File: config.mk
export PLATFORM = sky130hd
export DESIGN_NAME = hm32_flat
export DESIGN_NICKNAME = d
export VERILOG_FILES = /design/src/rtl/hm32_if.sv /design/src/rtl/hm32.sv /design/src/flat_wrapper.sv
export SDC_FILE = /design/constraint.sdc
export NUM_CORES = 1
export LEC_CHECK = 0
export BUFFER_PORTS_ARGS = -buffer_cell sky130_fd_sc_hd__buf_2
export CAP_MARGIN = 40
export CORE_MARGIN = 2
export CORE_UTILIZATION = 40
export CTS_BUF_LIST = sky130_fd_sc_hd__clkbuf_4
export CTS_CLUSTER_DIAMETER = 150
export CTS_CLUSTER_SIZE = 28
export DETAILED_ROUTE_END_ITERATION = 12
export PLACE_DENSITY_LB_ADDON = 0.2
export SLEW_MARGIN = 20
export SYNTH_ARGS = -nofsm -noshare
export SYNTH_HDL_FRONTEND = slang
export SYNTH_SLANG_ARGS = --single-unit
File: constraint.sdc
create_clock -name clk -period 6.1 [get_ports clk]
set_input_delay 0.61 -clock clk [delete_from_list [all_inputs] [get_ports clk]]
set_output_delay 0.61 -clock clk [all_outputs]
set_load 0.05 [all_outputs]
File: src/rtl/hm32_if.sv
// hm32 operand/result bundle: start/mode/operands in, busy/done/product out.
// No latency of its own; it only groups the wires.
// No backpressure: the requester watches busy/done; a start during busy is dropped.
interface hm32_if #(
    parameter int InputWidth  = 32,
    parameter int OutputWidth = 64
);
    logic                   start;
    logic                   mode;
    logic [InputWidth-1:0]  multiplicand;
    logic [InputWidth-1:0]  multiplier;
    logic                   busy;
    logic                   done;
    logic [OutputWidth-1:0] product;

    // Requester side: drives the request, observes the result
    modport master (
        output start, mode, multiplicand, multiplier,
        input  busy, done, product
    );

    // Multiplier side: consumes the request, produces the result
    modport slave (
        input  start, mode, multiplicand, multiplier,
        output busy, done, product
    );
endinterface

File: src/rtl/hm32.sv
// Sequential 32x32 -> 64 radix-2 shift-add multiplier, unsigned or two's-complement signed.
// Fixed latency: done pulses 33 edges after the edge that accepts start.
// No queuing: start is only sampled in IDLE; requests and operand changes during busy are ignored.
module hm32 #(
    parameter int InputWidth  = 32,
    parameter int OutputWidth = 64
) (
    input  logic clk,
    input  logic rst_n,
    hm32_if.slave bus
);
    localparam int CntW = $clog2(InputWidth);

    localparam logic [1:0] IDLE = 2'd0;
    localparam logic [1:0] RUN  = 2'd1;
    localparam logic [1:0] SIGN = 2'd2;

    localparam logic [InputWidth-1:0]  OneIn  = 1;
    localparam logic [OutputWidth-1:0] OneOut = 1;
    localparam logic [CntW-1:0]        LastIt = CntW'(InputWidth - 1);

    logic [1:0]             state;
    logic [CntW-1:0]        cnt;
    logic [InputWidth-1:0]  mag_a;
    logic [InputWidth-1:0]  mag_b;
    logic [OutputWidth-1:0] acc;
    logic                   neg;
    logic                   busy_q;
    logic                   done_q;
    logic [OutputWidth-1:0] product_q;

    logic                   a_neg;
    logic                   b_neg;
    logic [OutputWidth-1:0] addend;

    // Operand sign detection and the shifted partial product for this iteration
    always_comb begin
        a_neg  = bus.mode & bus.multiplicand[InputWidth-1];
        b_neg  = bus.mode & bus.multiplier[InputWidth-1];
        addend = OutputWidth'(mag_a) << cnt;
    end

    // Control FSM plus datapath: capture magnitudes, 32 shift-add steps, then sign fix-up
    always_ff @(posedge clk or negedge rst_n) begin
        if (!rst_n) begin
            state     <= IDLE;
            cnt       <= '0;
            mag_a     <= '0;
            mag_b     <= '0;
            acc       <= '0;
            neg       <= 1'b0;
            busy_q    <= 1'b0;
            done_q    <= 1'b0;
            product_q <= '0;
        end else begin
            case (state)
                IDLE: begin
                    done_q <= 1'b0;
                    if (bus.start) begin
                        // 0x80000000 negates to itself, which is the correct unsigned magnitude
                        mag_a  <= a_neg ? (~bus.multiplicand + OneIn) : bus.multiplicand;
                        mag_b  <= b_neg ? (~bus.multiplier + OneIn) : bus.multiplier;
                        neg    <= a_neg ^ b_neg;
                        acc    <= '0;
                        cnt    <= '0;
                        busy_q <= 1'b1;
                        state  <= RUN;
                    end
                end
                RUN: begin
                    // Unsigned magnitudes cannot overflow 64 bits, so no carry-out is kept
                    if (mag_b[0]) begin
                        acc <= acc + addend;
                    end
                    mag_b <= mag_b >> 1;
                    cnt   <= cnt + 1'b1;
                    if (cnt == LastIt) begin
                        state <= SIGN;
                    end
                end
                SIGN: begin
                    // Negating a zero magnitude gives zero, so there is no negative zero
                    product_q <= neg ? (~acc + OneOut) : acc;
                    done_q    <= 1'b1;
                    busy_q    <= 1'b0;
                    state     <= IDLE;
                end
                default: begin
                    state <= IDLE;
                end
            endcase
        end
    end

    assign bus.busy    = busy_q;
    assign bus.done    = done_q;
    assign bus.product = product_q;
endmodule
File: src/flat_wrapper.sv
// flat-port wrapper written by rule: the top's interface ports become plain ports
module hm32_flat 
#(
    parameter int InputWidth  = 32,
    parameter int OutputWidth = 64
)
  (clk, rst_n, bus_start, bus_mode, bus_multiplicand, bus_multiplier, bus_busy, bus_done, bus_product);
  hm32_if #(.InputWidth(InputWidth), .OutputWidth(OutputWidth)) bus_i ();
  input  logic clk;
  input  logic rst_n;
  input wire logic [$bits(bus_i.start)-1:0] bus_start;
  input wire logic [$bits(bus_i.mode)-1:0] bus_mode;
  input wire logic [$bits(bus_i.multiplicand)-1:0] bus_multiplicand;
  input wire logic [$bits(bus_i.multiplier)-1:0] bus_multiplier;
  output wire logic [$bits(bus_i.busy)-1:0] bus_busy;
  output wire logic [$bits(bus_i.done)-1:0] bus_done;
  output wire logic [$bits(bus_i.product)-1:0] bus_product;
  assign bus_i.start = bus_start;
  assign bus_i.mode = bus_mode;
  assign bus_i.multiplicand = bus_multiplicand;
  assign bus_i.multiplier = bus_multiplier;
  assign bus_busy = bus_i.busy;
  assign bus_done = bus_i.done;
  assign bus_product = bus_i.product;
  hm32 #(.InputWidth(InputWidth), .OutputWidth(OutputWidth)) u_core (.clk(clk), .rst_n(rst_n), .bus(bus_i));
endmodule
After elaboration in Yosys (flattened, before gate mapping)
Cells that the tools add are included.
{"block": "totals", "elab_cells": 51, "regBits": 202, "out_inout_bits": 66, "inputBits": 68}
{"block": "op_classes", "reduce_logical": 8, "n_bitwise": 6, "muxes": 16, "n_eq_ne": 6, "n_shift": 1, "addsub": 5}
{"op": "$mux W64", "count": 3}
{"op": "$pmux W64 S2", "count": 1}
{"op": "$mux W32", "count": 3}
{"op": "$add A32 B1 Y32 const B", "count": 2}
{"op": "$add A64 B1 Y64 const B", "count": 1}
{"op": "$add A64 B64 Y64", "count": 1}
{"op": "$not A32 Y32", "count": 2}
{"op": "$not A64 Y64", "count": 1}
{"op": "$pmux W32 S2", "count": 1}
{"op": "$shl A32 B5 Y64", "count": 1}
{"op": "$pmux W5 S2", "count": 1}
{"op": "$reduce_and A2 Y1", "count": 4}
{"op": "$add A5 B1 Y5 const B", "count": 1}
{"op": "$eq A5 B5 Y1 const B", "count": 1}
{"op": "$mux W5", "count": 1}
{"op": "$mux W2", "count": 2}
{"op": "$ne A2 B1 Y1 const B", "count": 2}
{"op": "$pmux W1 S2", "count": 2}
{"op": "$pmux W2 S2", "count": 1}
{"op": "$reduce_bool A2 Y1", "count": 2}
{"op": "$reduce_and A3 Y1", "count": 1}
{"op": "$and A1 B1 Y1", "count": 2}
{"op": "$eq A2 B1 Y1 const B", "count": 1}
{"op": "$eq A2 B2 Y1 const B", "count": 1}
{"op": "4 further kinds", "count": 4}

Longest topological paths before layout
Gate-level depths: netlist of the first run.
{"block": "depth", "depth_word": 5, "depth_mapped": 22, "mapped_depth_nobuf": 19}

Least setup slack after synthesis of the first run
OpenSTA, ideal clock, no wires.
{"block": "synth_path", "path_type": "reg2reg", "startpoint": "register u_core.cnt[0]", "endpoint": "register u_core.acc[62]", "period_less_slack_ps": 4673, "n_path_buf": 4, "stages_incl_launch_ff": 21, "setup_time_ps": 124, "slack_ps": 1427, "t_required_ps": 5976, "t_arrival_ps": 4549, "path_cell_list": "dfrtp_1 clkbuf_1 buf_1 clkbuf_1 mux2i_1 a21oi_1 mux2_2 o21ai_0 mux2i_1 ha_1 clkbuf_1 a21oi_1 o21bai_1 a21oi_1 o211ai_1 or3_1 o211ai_1 a21oi_1 nor2b_1 mux2i_1 a211o_1"}
{"block": "synth_between", "elab_chain_len": 4}
{"element": "from (decl)", "line": "hm32.sv:23", "source": "logic [CntW-1:0] cnt;"}
{"element": "from (signal assigned)", "line": "hm32.sv:76", "source": "cnt <= cnt + 1'b1;"}
{"element": "$shl A32 B5 Y64", "line": "hm32.sv:40", "source": "addend = OutputWidth'(mag_a) << cnt;"}
{"element": "$add A64 B64 Y64", "line": "hm32.sv:73", "source": "acc <= acc + addend;"}
{"element": "$mux W64", "line": "hm32.sv:72", "source": "if (mag_b[0]) begin"}
{"element": "$pmux W64 S2", "line": "hm32.sv:56", "source": "case (state)"}
{"element": "to (signal assigned)", "line": "hm32.sv:73"}
{"element": "to (decl)", "line": "hm32.sv:26", "source": "logic [OutputWidth-1:0] acc;"}
No other way between the ends. The select of a mux whose other input is x is not followed.
A chain may end at the register's enable or synchronous reset.

Worst setup path after layout of the first run
{"block": "layout_path", "startpoint": "register u_core.cnt[0]", "endpoint": "register u_core.acc[47]"}
The elaborated chain is that of the path after synthesis.

==> results of run 1 <==
[repair_timing]
item                                    4_1_cts  5_1_grt
hold endpoints to repair                     26        0
endpoints found under the setup margin        0        0
hold buffers                                  1        0
[power by group through the flow]
stage	Sequential (µW)	Clock [µW]	Combinational (µW)
final	2520	538	7540
after global routing	2600	605	8370
after CTS	2510	572	7460
after detailed placement	2550	0	7430
after global placement	2580	0	7290
after floorplan	2310	0	5640
[layout by cell type (no fill, tap or decap), types with 19 or more instances in the layout]
cell type | synthesis | layout
sky130_fd_sc_hd__nand2_1 | 306 | 305
sky130_fd_sc_hd__o21ai_0 | 234 | 234
sky130_fd_sc_hd__dfrtp_1 | 202 | 199
sky130_fd_sc_hd__a21oi_1 | 134 | 134
sky130_fd_sc_hd__buf_2 | 0 | 132
sky130_fd_sc_hd__nor2_1 | 114 | 113
sky130_fd_sc_hd__xor2_1 | 103 | 103
sky130_fd_sc_hd__o22ai_1 | 75 | 75
sky130_fd_sc_hd__xnor2_1 | 73 | 73
sky130_fd_sc_hd__ha_1 | 68 | 68
sky130_fd_sc_hd__mux2i_1 | 47 | 47
sky130_fd_sc_hd__o31ai_1 | 36 | 36
sky130_fd_sc_hd__a21o_1 | 31 | 31
sky130_fd_sc_hd__inv_1 | 30 | 30
sky130_fd_sc_hd__nor3_1 | 28 | 28
sky130_fd_sc_hd__nand3_1 | 24 | 23
sky130_fd_sc_hd__nand4_1 | 21 | 21
sky130_fd_sc_hd__mux2_2 | 20 | 20
sky130_fd_sc_hd__mux4_2 | 19 | 19
[flip-flops by register name, summed over array words and instances, names as in the netlist]
signal	flops
u_core.acc	64
u_core.mag_a	32
u_core.mag_b	32
u_core.bus.done	1
u_core.state	2
u_core.cnt	5
u_core.neg	1
u_core.bus.busy	1
u_core.bus.product	64
[synthesized netlist by cell type (5+ instances only)]
library cell	instances	share of area, %
sky130_fd_sc_hd__nand2_1	306	7.4
sky130_fd_sc_hd__o21ai_0	234	7.5
sky130_fd_sc_hd__dfrtp_1	202	32
sky130_fd_sc_hd__a21oi_1	134	4.3
sky130_fd_sc_hd__nor2_1	114	2.7
sky130_fd_sc_hd__clkbuf_1	103	2.5
sky130_fd_sc_hd__xor2_1	103	5.8
sky130_fd_sc_hd__o22ai_1	75	3.0
sky130_fd_sc_hd__xnor2_1	73	4.1
sky130_fd_sc_hd__ha_1	68	5.5
sky130_fd_sc_hd__mux2i_1	47	3.0
sky130_fd_sc_hd__o31ai_1	36	1.7
sky130_fd_sc_hd__a21o_1	31	1.5
sky130_fd_sc_hd__inv_1	30	0.72
sky130_fd_sc_hd__nor3_1	28	0.90
sky130_fd_sc_hd__nand3_1	24	0.77
sky130_fd_sc_hd__nand4_1	21	0.84
sky130_fd_sc_hd__mux2_2	20	1.4
sky130_fd_sc_hd__mux4_2	19	2.7
sky130_fd_sc_hd__nor2b_1	16	0.64
sky130_fd_sc_hd__nor4_1	16	0.64
sky130_fd_sc_hd__o41ai_1	15	0.84
sky130_fd_sc_hd__or3_1	13	0.52
sky130_fd_sc_hd__a211oi_1	12	0.58
sky130_fd_sc_hd__a31oi_1	12	0.48
sky130_fd_sc_hd__and3_1	12	0.48
sky130_fd_sc_hd__or2_2	11	0.44
sky130_fd_sc_hd__or4_1	11	0.53
sky130_fd_sc_hd__and2_1	10	0.40
sky130_fd_sc_hd__o21bai_1	10	0.48
sky130_fd_sc_hd__nand2b_1	7	0.28
sky130_fd_sc_hd__o211ai_1	7	0.34
sky130_fd_sc_hd__o21a_1	7	0.34
sky130_fd_sc_hd__buf_1	6	0.14
sky130_fd_sc_hd__a22oi_1	5	0.24
sky130_fd_sc_hd__nor3b_1	5	0.24
sky130_fd_sc_hd__o21ai_1	5	0.16
[kinds of logic (layout without fill, tap and decap cells)]
kind of cell | after synthesis | in the layout | synth area share, %
multiplexers | 86 | 86 | 7.20
AO/OA/AOI/OAI | 611 | 611 | 23.3
flip-flops | 202 | 202 | 32.4
AND/OR/NAND/NOR | 612 | 612 | 18.3
XOR/XNOR | 176 | 176 | 9.88
adder cells (fa/ha/maj) | 69 | 69 | 5.58
buffers and inverters | 141 | 202 | 3.39
other | 0 | 2 | 0
[per-layer routing]
layer,part of all wire [%],routed length [µm],vias to the layer above,global-route usage (%)
li1,-,-,7005,-
met1,51,22700,6640,33.2
met2,44,19400,327,32.8
met3,4.0,1800,39,1.86
met4,1.5,648,0,3.76
met5,0,0,-,0
[stage by stage]
step | hold WS (ns) | worst slack, ns | std cells | util [%]
floorplan | 0.314 | 1.43 | 1897 | -
global placement | 0.457 | 0.639 | 2455 | 43.2
detailed placement | 0.465 | 0.769 | 2462 | 43.6
CTS | 0.130 | 0.750 | 2476 | 44.0
global route | 0.135 | 0.377 | 2477 | 44.0
finish | 0.164 | 0.588 | 2478 | 44.0
[worst min-delay path, stage by stage]
cell and delay, ns:
sky130_fd_sc_hd__buf_2 0.13, sky130_fd_sc_hd__nand3_1 0.08, sky130_fd_sc_hd__nand2_1 0.05
[worst paths after layout]
kind	start	end	slack, ns	depth (start not counted)
setup / recovery	u_core.cnt[0]	u_core.acc[47]	0.59	15
hold / removal	bus_multiplicand[31]	u_core.mag_a[31]	0.16	3
setup reg to reg	u_core.cnt[0]	u_core.acc[47]	0.59	15
hold reg to reg	u_core.bus.product[31]	u_core.bus.product[31]	0.51	2
max in group asynchronous	rst_n	u_core.acc[58]	4.73	4
min in group asynchronous	rst_n	u_core.acc[8]	0.31	2
[cell type report]
type	instances	share of cell area [%]
Antenna cell	2	0.0295
Clock buffer	12	0.531
Clock inverter	1	0.177
Inverter	32	0.708
Multi-Input combinational cell	1554	59.2
Sequential cell	202	29.8
Tap cell	518	3.82
Timing Repair Buffer	157	5.69
==> summary.md, run 1 <==
| Metric | Value |
|---|---|
| Status | finished clean |
| P_int | 4860 µW |
| Weighted congestion at the end of routability-driven global placement | roughly 0.9 |
| Overall fraction of global-route tracks in use | between 20 and 25% |
| Fraction of registers with async set or reset after synthesis | 100% |
| Area Growth Syn to Fin | 8.67% |
| Number of cell rows | 72 |
| Detailed placer's ending HPWL | 34,700 µm |
| Endpoints failing setup | 0 |
| Register clock-pin slew on the reported worst setup and hold paths | 0.30 ns |
| Filler cell count in the final layout | 4,037 |
| Initial core utilization | just over 40% |
| RSZ-0062 raised after global routing | no |
| Mean instance size in the synthesized netlist | 8.22 µm² |
| Count of cell types in the netlist | 66 |
| Post-cts gate resize count | 0 |
| Number of antenna violations at the first check in global routing | 2 |
| Kind of critical path | flop to flop |
| Die span in y | roughly 200 µm |
| Comb power frac | 71.1% |
| Count of flip-flops with a built-in enable after synthesis | 0 |
| Number of clock sinks | 202 |
| Fin Setup TNS | 0 ns |
| Footprint of the flip-flops and latches | 5060 µm² |
| Number of warning messages in the yosys log | 0 |
| Crit path max-delay family | compound AO/OA/AOI/OAI gates |
| Buffers inserted by post-CTS timing repair | 0 |
| Leakage component of the power | 0.00720 µW |
| Crit-path slowest cell | sky130_fd_sc_hd__dfrtp_2 |
| Power share of the clock group | 5.1% |
| Overflow left after global routing | 0 |
| Count of buffers inserted at the top-level ports | between 100 and 150 |
| Final nets | 2,095 |
| Buffer type at the clock tree root | sky130_fd_sc_hd__clkbuf_4 |
| Number of global-route vias before repair | ~13,000 |
| Clock period minus final worst setup slack | 5.51 ns |
| H-tree depth | 1 |
| Final clock period utilization by the worst path | 90.4% |
| Multi-input gate area | approximately 10,000 µm² |
| Critical path buffer and inverter count | 1 |
| Post-synthesis cell area | 15,600 µm² |
| DR iter-0 viols | about 940 |
| Placeable core area | 38,600 µm² |
| Switching Fraction | between 50% and 60% |
| WL final | around 45,000 µm |
| Number of max-cap violations | 0 |
| Critical Path Source Type | flop |
| Post-route design area | 17,000 µm² |
| Die Footprint | 40,600 µm² |
| Number of synthesized register bits | between 200 and 250 |
| Most Frequent Cell on Critical Path | sky130_fd_sc_hd__o21ai_0 |
| Later-pin clock latency in the skew report | 0.72 ns |
| Syn_nets | slightly above 2,000 |
| Total power consumption of the routed design | 10,600 µW |
| Class of the tightest hold or removal check | input port to flop |
| X dimension of the die | a little over 200 µm |
| Vias per cell | 5.65 |
| Leading register cell type out of synthesis | sky130_fd_sc_hd__dfrtp_1 |
| CTS tree | built |
| Arrival time at the worst endpoint | a little over 6 ns |
| Num CTS Buffers | 11 |
| Sequential area share after synthesis | 32.4% |
| Vias after detailed routing | 14,000 |
| Pin slew with the least headroom to its limit | 0.770 ns |
| Number of hold violations in the final report | 0 |
| # IOs | 134 |
| Clock Skews | about 0.096 ns |
| Number of iterations in the first detailed-routing pass | 5 |
| Post-route antenna net violation count | 0 |
| Stage delay of the slowest cell on the critical path | 0.85 ns |
| Dpl cell area | around 17,000 µm² |
| Average wire length per cell after detail routing | 18.0 µm |
| Maximum number of pins on one net before global-route repair | 90 |
| Cells traversed along the worst timing path | buf_16 > mux4_2 > mux2_2 > o21ai_0 > mux2i_1 > ha_1 > a21oi_1 > o21bai_1 > a21oi_1 > nor3_1 > or4b_2 > o21ai_0 > o21ai_0 > xnor2_1 > o21ai_0 |
| Fin. max-slew vios | 0 |
| Peak clock frequency supported by timing | 181 MHz |
| CP endpoint kind | flop |
| Ratio of cells with drive above 1 in the final layout | 12.5% |
| Sequential fraction of design power | 23.8% |
| Power density of the placed cells | 625 nW/µm² |
| WP data required | 6.76 ns |
| Global-route wire length before repair | 71,900 µm |
| Remaining max-slew budget at the tightest pin | between 40% and 50% |
| Drc violations | 0 |
| Synth Instances | 1,897 |
| Worst IR drop on VDD | 0.259 mV |
| Max Buffers Root-to-Sink | 3 |
| Peak fanout along the critical path | 25 |
| Switching pwr | 5730 µW |
(Power assumes the default switching activity.)
==> inputs of run 2 (changes only) <==
--- a/config.mk
+++ b/config.mk
@@ -5,14 +5,14 @@
 export SDC_FILE = /design/constraint.sdc
 export NUM_CORES = 1
 export LEC_CHECK = 0
-export BUFFER_PORTS_ARGS = -buffer_cell sky130_fd_sc_hd__buf_2
 export CAP_MARGIN = 40
 export CORE_MARGIN = 2
-export CORE_UTILIZATION = 40
+export CORE_UTILIZATION = 50
 export CTS_BUF_LIST = sky130_fd_sc_hd__clkbuf_4
 export CTS_CLUSTER_DIAMETER = 150
 export CTS_CLUSTER_SIZE = 28
 export DETAILED_ROUTE_END_ITERATION = 12
+export DONT_BUFFER_PORTS = 1
 export PLACE_DENSITY_LB_ADDON = 0.2
 export SLEW_MARGIN = 20
 export SYNTH_ARGS = -nofsm -noshare
==> run 2 against run 1 <==
Clock skew increased by 0.055 ns; critical path depth up 1; sequential cell count stayed put; global-route usage grew 3.7 points; non-clock buffer count decreased by 135; count of clock-buffer cells in the layout is the same; register-to-register slack better by 0.41 ns; sequential power up 2%; worst hold slack lost 0.10 ns; final area is 4.9% lower; via count fell by 3.0%; largest power group unchanged.
==> summary.md, run 2 (synthesis gave the netlist of run 1 again) <==
| Metric | Value |
|---|---|
| WP data required | 6.73 ns (-0.03 ns) |
| RSZ-0062 raised after global routing | no |
| Fin Setup TNS | 0 ns (unchanged) |
| # IOs | 134 (unchanged) |
| Buffers inserted by post-CTS timing repair | 0 (unchanged) |
| Post-Route Hold Slack | 0.0645 ns (-0.0996 ns) |
| Ratio of cells with drive above 1 in the final layout | 5.98% (-6.5 points) |
| Overall fraction of global-route tracks in use | 25.1% (+3.7 points) |
| CTS tree | built |
| Filler cell count in the final layout | 2,924 (-28%) |
| Detailed placer's ending HPWL | 31,700 µm (-8.5%) |
| Endpoints failing setup | 0 (unchanged) |
| Remaining max-slew budget at the tightest pin | 46.3% (-2.2 points) |
| Leakage component of the power | 0.00675 µW (-6.3%) |
| Class of the tightest hold or removal check | input port to flop |
| Number of hold violations in the final report | 0 (unchanged) |
| Peak clock frequency supported by timing | 196 MHz (+8.1%) |
| Max Buffers Root-to-Sink | 3 (unchanged) |
| Number of clock sinks | 202 (unchanged) |
| Worst IR drop on VDD | 0.265 mV (+2.0%) |
| Area Growth Syn to Fin | 3.35% |
| Peak fanout along the critical path | 27 (+8.0%) |
| Vias per cell | 6.12 (+8.3%) |
| Num CTS Buffers | 11 (unchanged) |
| Later-pin clock latency in the skew report | 0.73 ns (about the same) |
| Top library cells by usage in the layout, fill and taps aside | sky130_fd_sc_hd__nand2_1, sky130_fd_sc_hd__o21ai_0, sky130_fd_sc_hd__dfrtp_1, sky130_fd_sc_hd__a21oi_1, sky130_fd_sc_hd__nor2_1 |
| Register clock-pin slew on the reported worst setup and hold paths | 0.29 ns (about the same) |
| Count of buffers inserted at the top-level ports | 0 (-100%) |
| Post-route antenna net violation count | 0 (unchanged) |
| Buffer type at the clock tree root | sky130_fd_sc_hd__clkbuf_4 |
| Footprint of the flip-flops and latches | 5060 µm² (unchanged) |
| Die span in y | 181 µm (-10%) |
| H-tree depth | 1 (unchanged) |
| Global-route wire length before repair | 68,400 µm (-4.9%) |
| Total power consumption of the routed design | 10,400 µW (-1.4%) |
| Post-cts gate resize count | 0 (unchanged) |
| Critical Path Source Type | flop |
| Die Footprint | 32,600 µm² (-20%) |
| Number of max-cap violations | 0 (unchanged) |
| Number of antenna violations at the first check in global routing | 1 (-1) |
| Placeable core area | 30,700 µm² (-20%) |
| Clock Skews | 0.151 ns (+0.0552 ns) |
| Initial core utilization | 50.9% (+10 points) |
| Overflow left after global routing | 0 (unchanged) |
| Final nets | 1,960 (-6.4%) |
| Fin. max-slew vios | 0 (unchanged) |
| X dimension of the die | 181 µm (-10%) |
| Status | finished clean |
| Final clock period utilization by the worst path | 83.6% (-6.7 points) |
| Arrival time at the worst endpoint | 5.73 ns (-0.45 ns) |
| Vias after detailed routing | 13,600 (-3.0%) |
| Number of iterations in the first detailed-routing pass | 5 (unchanged) |
| Weighted congestion at the end of routability-driven global placement | 0.957 (+5.7%) |
| Multi-input gate area | 10,000 µm² (unchanged) |
| DR iter-0 viols | 938 (-0.11%) |
| Post-route design area | 16,100 µm² (-4.9%) |
| Dpl cell area | 15,900 µm² (-5.5%) |
| Number of global-route vias before repair | 13,000 (-1.4%) |
| Maximum number of pins on one net before global-route repair | 203 (+130%) |
| Drc violations | 0 (unchanged) |
| CP endpoint kind | flop |
| Clock period minus final worst setup slack | 5.10 ns (-0.412 ns) |
| Final Core Density | 52.6% (+8.6 points) |
| WL final | 41,800 µm (-6.3%) |
| Power density of the placed cells | 648 nW/µm² (+3.6%) |
| Number of cell rows | 64 (-11%) |
| Kind of critical path | flop to flop |
| Average wire length per cell after detail routing | 18.8 µm (+4.5%) |
| Commonest non-fill, non-tap cell in the layout | sky130_fd_sc_hd__nand2_1 |
| Pin slew with the least headroom to its limit | 0.803 ns (+0.0334 ns) |
==> run 2: cell types whose count changed in the layout (fill, tap and decap cells not counted) <==
| cell | change |
|---|---|
| sky130_fd_sc_hd__buf_12 | +2 |
| sky130_fd_sc_hd__buf_16 | -1 |
| sky130_fd_sc_hd__buf_2 | -132 |
| sky130_fd_sc_hd__buf_4 | -4 |
| sky130_fd_sc_hd__buf_8 | +1 |
| sky130_fd_sc_hd__clkbuf_8 | -1 |
==> run 2: path summary, 6_finish.rpt <==
path / start / to / slack (ns) / depth (start not counted)
setup reg to reg: u_core.cnt[0] / u_core.acc[58] / 1.0 / 16
min in group asynchronous: rst_n / u_core.acc[8] / 0.48 / 2
hold / removal: bus_multiplicand[1] / u_core.mag_a[1] / 0.06 / 2
max in group asynchronous: rst_n / u_core.mag_a[19] / 4.67 / 3
hold reg to reg: u_core.mag_b[31] / u_core.mag_b[31] / 0.54 / 1
setup / recovery: u_core.cnt[0] / u_core.acc[58] / 1.0 / 16
==> run 2: layout make-up <==
cell class,instances,area share (%)
tap,396,3.07
timing repair buffer,22,1.78
multi-input combinational,1554,62.2
sequential,202,31.4
clock buffer,12,0.559
antenna,2,0.0310
clock inverter,1,0.186
inverter,32,0.745
==> run 2: metal layers <==
layer  share of wire (%)  vias to the layer above  global-route usage (%)
li1                    -                     6724                       -
met1                  49                     6427                    37.8
met2                  43                      388                    38.5
met3                 5.4                       55                    2.91
met4                 2.7                        0                    6.06
met5                   0                        -                       0
==> run 2: power by group <==
part	internal, µW	total [µW]	leakage [µW]	switching (µW)
combinational	2900	7350	0.00441	4450
sequential	1820	2570	0.00227	755
clock	101	523	0.0000666	421
==> run 2: worst max-delay path, cell delays in order, from the launching register on <==
cell                       delay (ns)
sky130_fd_sc_hd__dfrtp_2         0.58
sky130_fd_sc_hd__buf_12          0.24
sky130_fd_sc_hd__mux4_2          0.55
sky130_fd_sc_hd__mux2_2          0.30
sky130_fd_sc_hd__o21ai_0         0.41
sky130_fd_sc_hd__o22ai_1         0.24
sky130_fd_sc_hd__ha_1            0.47
sky130_fd_sc_hd__nand2_1         0.11
sky130_fd_sc_hd__o21ai_0         0.27
sky130_fd_sc_hd__or2_2           0.19
sky130_fd_sc_hd__o22ai_1         0.08
sky130_fd_sc_hd__a211oi_1        0.53
sky130_fd_sc_hd__o211ai_1        0.27
sky130_fd_sc_hd__a21oi_1         0.20
sky130_fd_sc_hd__nor2b_1         0.12
sky130_fd_sc_hd__or4_1           0.41
sky130_fd_sc_hd__nand3_1         0.08
==> run 2: stage by stage <==
stage / setup WS [ns] / std cells
after global placement: 0.639 / 2197
final: 0.999 / 2221
after global routing: 0.574 / 2221
after detailed placement: 0.697 / 2201
after floorplan: 1.43 / 1897
after CTS: 0.729 / 2216
==> run 2: repair_timing <==
item                       CTS  global route
hold buffers                 2             0
hold endpoints to repair   202             0
setup endpoints to repair    0             0
